==> config.mk <==
export PLATFORM = sky130hd
export DESIGN_NAME = switch_input_unit
export DESIGN_NICKNAME = d
export VERILOG_FILES = /design/src/rtl/switch_input_unit_pkg.sv /design/src/rtl/debouncer.sv /design/src/rtl/switch_input_unit.sv
export SDC_FILE = /design/constraint.sdc
export NUM_CORES = 1
export LEC_CHECK = 0
export CORE_UTILIZATION = 40
export CTS_CLUSTER_SIZE = 24
export DETAILED_ROUTE_END_ITERATION = 8
export PLACE_DENSITY = 0.71
export SYNTH_ARGS = -nofsm -noshare
export SYNTH_HDL_FRONTEND = slang
export SYNTH_SLANG_ARGS = --single-unit
==> constraint.sdc <==
create_clock -name clock -period 6.6 [get_ports clock]
set_input_delay 0.99 -clock clock [delete_from_list [all_inputs] [get_ports clock]]
set_output_delay 0.99 -clock clock [all_outputs]
set_load 0.05 [all_outputs]
==> src/rtl/switch_input_unit_pkg.sv <==
// Shared FSM encoding and debounce default for the switch input path.
// Imported by the control unit and the switch input unit.
package switch_input_unit_pkg;

  localparam int DEBOUNCE_CYCLES_DEFAULT = 50000;

  typedef enum logic [1:0] {
    IDLE         = 2'd0,
    WAIT_PRESS   = 2'd1,
    WAIT_RELEASE = 2'd2,
    DONE         = 2'd3
  } siu_state_t;

endpackage

==> src/rtl/debouncer.sv <==
// Debounces an already-synchronized level.
// rise pulses for one cycle on each accepted 0->1 change.
module debouncer
  import switch_input_unit_pkg::*;
#(
  parameter int DEBOUNCE_CYCLES = DEBOUNCE_CYCLES_DEFAULT
) (
  input  logic clock,
  input  logic reset,
  input  logic din,
  output logic db,
  output logic rise
);

  localparam int CNT_W =
    (DEBOUNCE_CYCLES > 1) ? $clog2(DEBOUNCE_CYCLES) : 1;
  localparam logic [CNT_W-1:0] LAST =
    CNT_W'(DEBOUNCE_CYCLES - 1);

  logic [CNT_W-1:0] cnt;
  logic             db_q;

  always_ff @(posedge clock or posedge reset) begin
    if (reset) begin
      cnt  <= '0;
      db   <= 1'b0;
      db_q <= 1'b0;
    end else begin
      db_q <= db;
      if (din == db) begin
        cnt <= '0;
      end else if (cnt == LAST) begin
        db  <= din;
        cnt <= '0;
      end else begin
        cnt <= cnt + CNT_W'(1);
      end
    end
  end

  assign rise = db & ~db_q;

endmodule

==> src/rtl/switch_input_unit.sv <==
// Captures the board switch word for an IN instruction on a
// debounced enter press, stalling the PC until the button is released.
module switch_input_unit
  import switch_input_unit_pkg::*;
#(
  parameter int DATA_W          = 16,
  parameter int DEBOUNCE_CYCLES = DEBOUNCE_CYCLES_DEFAULT
) (
  input  logic              clock,
  input  logic              reset,
  input  logic [DATA_W-1:0] sw_raw,
  input  logic              btn_enter_raw,
  input  logic              in_request,
  output logic [DATA_W-1:0] switches,
  output logic              stall,
  output logic              in_ready
);

  logic [DATA_W-1:0] sw_s1;
  logic [DATA_W-1:0] sw_s2;
  logic              btn_s1;
  logic              btn_s2;
  logic              btn_db;
  logic              press_pulse;
  logic [1:0]        sync_vld;
  logic              armed;
  siu_state_t        state;
  siu_state_t        state_n;
  logic              capture;

  always_ff @(posedge clock or posedge reset) begin
    if (reset) begin
      sw_s1  <= '0;
      sw_s2  <= '0;
      btn_s1 <= 1'b0;
      btn_s2 <= 1'b0;
    end else begin
      sw_s1  <= sw_raw;
      sw_s2  <= sw_s1;
      btn_s1 <= btn_enter_raw;
      btn_s2 <= btn_s1;
    end
  end

  debouncer #(
    .DEBOUNCE_CYCLES(DEBOUNCE_CYCLES)
  ) u_debouncer (
    .clock(clock),
    .reset(reset),
    .din  (btn_s2),
    .db   (btn_db),
    .rise (press_pulse)
  );

  // A press counts only once the button was seen released after reset.
  always_ff @(posedge clock or posedge reset) begin
    if (reset) begin
      sync_vld <= 2'b00;
      armed    <= 1'b0;
    end else begin
      sync_vld <= {sync_vld[0], 1'b1};
      if (sync_vld[1] && !btn_s2 && !btn_db)
        armed <= 1'b1;
    end
  end

  always_ff @(posedge clock or posedge reset) begin
    if (reset) state <= IDLE;
    else       state <= state_n;
  end

  always_comb begin
    state_n = state;
    capture = 1'b0;
    unique case (state)
      IDLE: begin
        if (in_request) state_n = WAIT_PRESS;
      end
      WAIT_PRESS: begin
        if (!in_request) begin
          state_n = IDLE;
        end else if (press_pulse && armed) begin
          state_n = WAIT_RELEASE;
          capture = 1'b1;
        end
      end
      WAIT_RELEASE: begin
        if (!in_request)  state_n = IDLE;
        else if (!btn_db) state_n = DONE;
      end
      DONE: begin
        state_n = IDLE;
      end
    endcase
  end

  always_ff @(posedge clock or posedge reset) begin
    if (reset)        switches <= '0;
    else if (capture) switches <= sw_s2;
  end

  assign stall    = in_request && (state != DONE);
  assign in_ready = (state == DONE);

endmodule

==> reports/qor.csv <==
metric,value,unit
p_int,630,uW
routed_via_density,4.70,
vias,1400,
synth_top_area_frac,0.722,
synth_nets,195,
antenna_found_initial,0,
seqPwrFrac,0.579,
cts_sinks,73,
cts_buffers,9,
nets,239,
num_antenna_cells,0,
syn_to_final_growth,24.3,%
dp_slack,3160,ps
antenna_left,0,
worst-endpoint-arrival,2450,ps
synth_seq_cells,73,
overflow,0,
die_width,81.6,um
clk_pin_slew,70,ps
fin_ws,3160,ps
worstHoldPathCells,0,
post_cts_buffers,0,
use_met1,0.157,
busiest_layer,met2,
wl_per_cell,13.0,um
ys_seq_area_frac,0.722,
yosysUniqueCellTypes,28,
maxCapViolations,0,
status,finished clean,
routed_wl,3880,um
rows,28,
synth_top_cell_by_area,dfrtp_1,
power.switching,173,uW
clkLatencyLatePin,340,ps
hp-class,flip-flop to flip-flop,
finalSetupViolations,0,
crit-reg2reg-launch,u_debouncer.cnt[0]$_DFF_PP0_,
drcViolationCount,0,
cp_max_fo,4,
hold_path_startpoint,sw_s1[14]$_DFF_PP0_,
tightest_slew,853,ps
postCtsHoldBufs,0,
syn-instance-count,174,
fin_area,3150,um^2
p_comb_frac,0.034,
synth_area_leaders,"dfrtp_1 (72%), mux2_2 (7.6%), xnor2_1 (4.2%)",
grt_setup_unrepaired,false,
drv_slew,0,
yosysWarnings,0,
max_slew_margin,0.429,
startpoint_type,input pin,
cts_root_buf,clkbuf_8,
drive_above_1_share,0.157,
required,5610,ps
pin_count,38,
core,6030,um^2
synth_area,2530,um^2
die_h,81.6,um
switching_share,0.215,
grt_max_degree,74,
placed_area,2970,um^2
tns,0,ps
power_density,255,nW/um^2
clkPwrFrac,0.387,
hpwlAfterDp,2590,um
grt_pass1_wl,6570,um
multi_input_area,658,um^2
start_util,0.420,
worst-r2r-cell-count,5,
cts.path.max_buffers,2,
met3_usage,0.0411,
r2r-end,u_debouncer.cnt[3]$_DFF_PP0_,
min_to,sw_s2[14]$_DFF_PP0_,
dieArea,6650,um^2
grt_pass1_vias,1493,
avgSynthCellArea,14.5,um^2
h-tree-depth,3,
max_clock_freq,291,MHz
register_area,1830,um^2
period_needed,3440,ps
met2_usage,0.225,
grt_usage,0.139,
p_leak,1.39,nW
finalClockSkew,6.75,ps
gp_congestion,0.770,
period_share,0.521,
cts_repair_resize_count,0,
end_kind,output port,
cts_tree,built,
final_hold_viol_count,0,
io_buffer_count,37,
first_pass_iters,4,
num-fill-cells,525,
rrSetupSlack,4540,ps
ir_drop,168,uV
critical_path_class,input pin to output port,
drtIter0Drc,67,
critical path, stage by stage:
cell	delay (ps)
clkdlybuf4s50_1	510
nor2b_1	140
clkdlybuf4s50_1	800
kinds of logic after synthesis:
logic type / synth area share
buffers and inverters: 0.0183
AND/OR/NAND/NOR: 0.107
other: 0.00148
adder cells (fa/ha/maj): 0.00494
AO/OA/AOI/OAI: 0.0188
multiplexers: 0.0756
XOR/XNOR: 0.0519
flip-flops: 0.722
worst max-delay path by stage:
stage               startpoint                 to  slack [ps]  depth (start not counted)
floorplan                reset  armed$_DFFE_PP0P_        3760                          1
global placement    in_request              stall        3190                          3
detailed placement  in_request              stall        3160                          3
CTS                 in_request              stall        3160                          3
global route        in_request              stall        3120                          3
finish              in_request              stall        3160                          3
metrics by stage:
step,power [mW],util,hold slack [ps],instances
final,0.803,0.522,349,298
after global routing,0.831,0.522,358,298
after CTS,0.812,0.522,351,298
after detailed placement,0.502,0.493,335,282
after global placement,0.501,0.493,332,282
after floorplan,0.486,-,331,174
state kept, by name, summed over array words and instances (netlist names):
register	flops
sw_s1	16
sw_s2	16
switches	16
u_debouncer.cnt	16
state	2
sync_vld	2
armed	1
btn_s1	1
btn_s2	1
u_debouncer.db	1
u_debouncer.db_q	1
power by group through the flow:
stage               clock network, mW  logic, mW  registers (mW)
floorplan                           0     0.0141           0.472
global placement                    0     0.0277           0.473
detailed placement                  0     0.0280           0.474
CTS                             0.318     0.0281           0.466
global route                    0.334     0.0307           0.466
finish                          0.311     0.0270           0.465
cell type report:
| type | instances | share of cell area |
|---|---|---|
| inverters | 4 | 0.00477 |
| repair buffers | 38 | 0.120 |
| clock inverters | 2 | 0.00398 |
| flip-flops and latches | 73 | 0.581 |
| well taps | 75 | 0.0298 |
| multi-input cells | 92 | 0.209 |
| clock buffers | 14 | 0.0517 |
layer usage:
metal	part of all wire	vias up	wire [um]
met4	0.025	0	97
met2	0.50	31	1940
met3	0.037	13	142
met5	0	-	0
met1	0.44	689	1690
li1	-	667	-
cell usage in the layout (no fill, tap or decap):
master           count
nor4_1               6
o21ai_0              1
clkinvlp_4           1
clkbuf_8            11
mux2_2              17
inv_1                3
nor3_1               4
ha_1                 1
or2_2                1
conb_1               1
nand3b_1             1
buf_4                1
o41ai_4              1
clkbuf_1             3
clkdlybuf4s50_1     37
and2_1               1
xor2_1               3
dfrtp_1             73
nor2b_1              1
nand3_1              8
and3_1               1
and3b_1              1
nand2_1              6
nand4_2              1
and4b_1              1
o21bai_1             1
a21o_1               1
nand4_1              2
inv_2                1
nor2_1              20
clkinv_2             1
xnor2_1             12
cell usage after synthesis:
| library cell | instances |
|---|---|
| dfrtp_1 | 73 |
| inv_1 | 4 |
| nand4_1 | 2 |
| ha_1 | 1 |
| nand3b_1 | 1 |
| xnor2_1 | 12 |
| clkbuf_2 | 2 |
| conb_1 | 1 |
| and3_1 | 1 |
| nand3_1 | 8 |
| o41ai_4 | 1 |
| a21o_1 | 1 |
| nor4_1 | 6 |
| nor2_1 | 20 |
| nor2b_1 | 1 |
| and4b_1 | 1 |
| and3b_1 | 1 |
| xor2_1 | 3 |
| buf_6 | 1 |
| nor3_1 | 4 |
| nand4_2 | 1 |
| o21ai_0 | 1 |
| mux2_2 | 17 |
| o21bai_1 | 1 |
| or2_2 | 1 |
| nand2_1 | 6 |
| and2_1 | 1 |
| buf_2 | 2 |
No activity file was read; power rests on OpenSTA's default activity.
==> RTL change, RTL diff (config.mk and constraints unchanged) <==
The 4 states of `siu_state_t` get a one-hot encoding in 4 bits.
--- a/src/rtl/switch_input_unit_pkg.sv
+++ b/src/rtl/switch_input_unit_pkg.sv
@@ -5,9 +5,9 @@
   localparam int DEBOUNCE_CYCLES_DEFAULT = 50000;
 
-  typedef enum logic [1:0] {
-    IDLE         = 2'd0,
-    WAIT_PRESS   = 2'd1,
-    WAIT_RELEASE = 2'd2,
-    DONE         = 2'd3
+  typedef enum logic [3:0] {
+    IDLE         = 4'b0001,
+    WAIT_PRESS   = 4'b0010,
+    WAIT_RELEASE = 4'b0100,
+    DONE         = 4'b1000
   } siu_state_t;
 
Behaviour: no difference found for any inputs over 10 cycles, from zero or initial values and one cycle with reset high; not proved beyond that.
==> RTL change against the unedited design <==
- wire length rose by 1.5%
- synthesized area rose by 4.2%
- cell area rose by 4.7%
- power rose by 8.5%
- sequential share of layout area fell by 1.0 points
- global-route usage fell by 0.80 points
- worst setup slack got worse by 0.0054 ns
- clock power rose by 13%
- register-to-register slack got worse by 0.18 ns
- sequential cell count rose by 2
- clock skew fell by 0.0012 ns
==> RTL change: results (changes against the unedited design) <==
** Worst setup path
- R2R cell count :: 4 (-1)
- Startpoint of the worst-slack reg-to-reg timing path :: u_debouncer.db
- In this run the critical register-to-register path is captured at switches[4].

** Power
- The combinational share of power was 0.043 (+0.009).
- Max IR drop VDD :: 134 µV (-20%)
- Leakage component of the power :: 1.44 nW (+3.9%)
- The power density over the cells was 265 nW/µm² (+3.7%).
- The switching component of the power is 190 µW (+9.9%).

** Finish
- Share of layout cells above drive strength 1 :: 0.165 (+0.00761)
- Fill cell count :: 521 (-0.76%)
- Nets :: 253 (+5.9%)

** Timing
- Highest clock frequency the design can meet :: 291 MHz (-0.16%)
- The worst slew slack as a fraction of its limit came to 0.402 (-0.0272).

** Detailed routing
- The number of vias per cell was 4.77 (+1.5%).
- Routed wire length per instance :: 12.5 µm (-3.7%)

** Place
- The post-detailed-placement half-perimeter wirelength is 2.53 mm (-2.3%).
- Worst-case setup slack after placement :: 3.15 ns (-0.00487 ns)
- Placer congestion estimate :: 0.802 (+4.2%)

** Synthesis
- Area fraction in compound gates after synthesis :: 0.0270 (+0.00826)
- Number of nets in the synthesized netlist :: 206 (+5.6%)
- Distinct cell type count of the synthesized netlist :: 33 (+18%)
- The synthesized-area fraction occupied by adder cells was 0.00474 (-0.000199).

** Global routing
- The largest net degree at the start of global routing is 76 (+2.7%).
- GR Util All Layers :: 0.131 (-0.00804)
- Vias in the first global route :: 1465 (-1.9%)

** Run status
- The flow ran to the end, and the final reports show no timing, DRC or antenna violations.
RTL change: cell types whose count changed in the layout (fill, tap and decap cells not counted), sizes merged, moves of 3 or more:
cell    change
nor2        +3
nor4        -3
clkbuf      -3
inv         +3
mux2i       +3
RTL change: metal layers:
metal	global-route usage	vias up	share of wire
li1	-	719	-
met1	0.173	742	0.47
met2	0.180	26	0.46
met3	0.0358	11	0.035
met4	0.108	0	0.037
met5	0	-	0
RTL change: final cells by class:
cell class | count | area [µm²] | share of cell area
Multi-Input combinational cell | 103 | 722 | 0.219
Timing Repair Buffer | 38 | 378 | 0.115
Clock inverter | 5 | 60.1 | 0.0182
Clock buffer | 11 | 141 | 0.0429
Sequential cell | 75 | 1880 | 0.570
Inverter | 5 | 18.8 | 0.00570
Tap cell | 77 | 96.3 | 0.0292
RTL change: through the flow:
stage / area (µm²) / hold WS [ns] / instances
floorplan: 2640 / 0.331 / 185
global placement: 3090 / 0.332 / 298
detailed placement: 3090 / 0.335 / 298
CTS: 3290 / 0.351 / 314
global route: 3290 / 0.361 / 314
finish: 3290 / 0.345 / 314
RTL change: logic make-up after synthesis:
family                   after synthesis
flip-flops                            75
AND/OR/NAND/NOR                       58
multiplexers                          20
XOR/XNOR                              14
AO/OA/AOI/OAI                          9
buffers and inverters                  7
adder cells (fa/ha/maj)                1
other                                  1
RTL change: worst min path at each step:
stage / startpoint / endpoint / slack (ns) / cells past startpoint
after floorplan: btn_s1 / btn_s2 / 0.33 / 0
after global placement: sw_s1[12] / sw_s2[12] / 0.33 / 0
after detailed placement: sw_s1[0] / sw_s2[0] / 0.33 / 0
after CTS: sw_s1[4] / sw_s2[4] / 0.35 / 0
after global routing: sw_s1[15] / sw_s2[15] / 0.36 / 0
final: sw_s1[4] / sw_s2[4] / 0.35 / 0
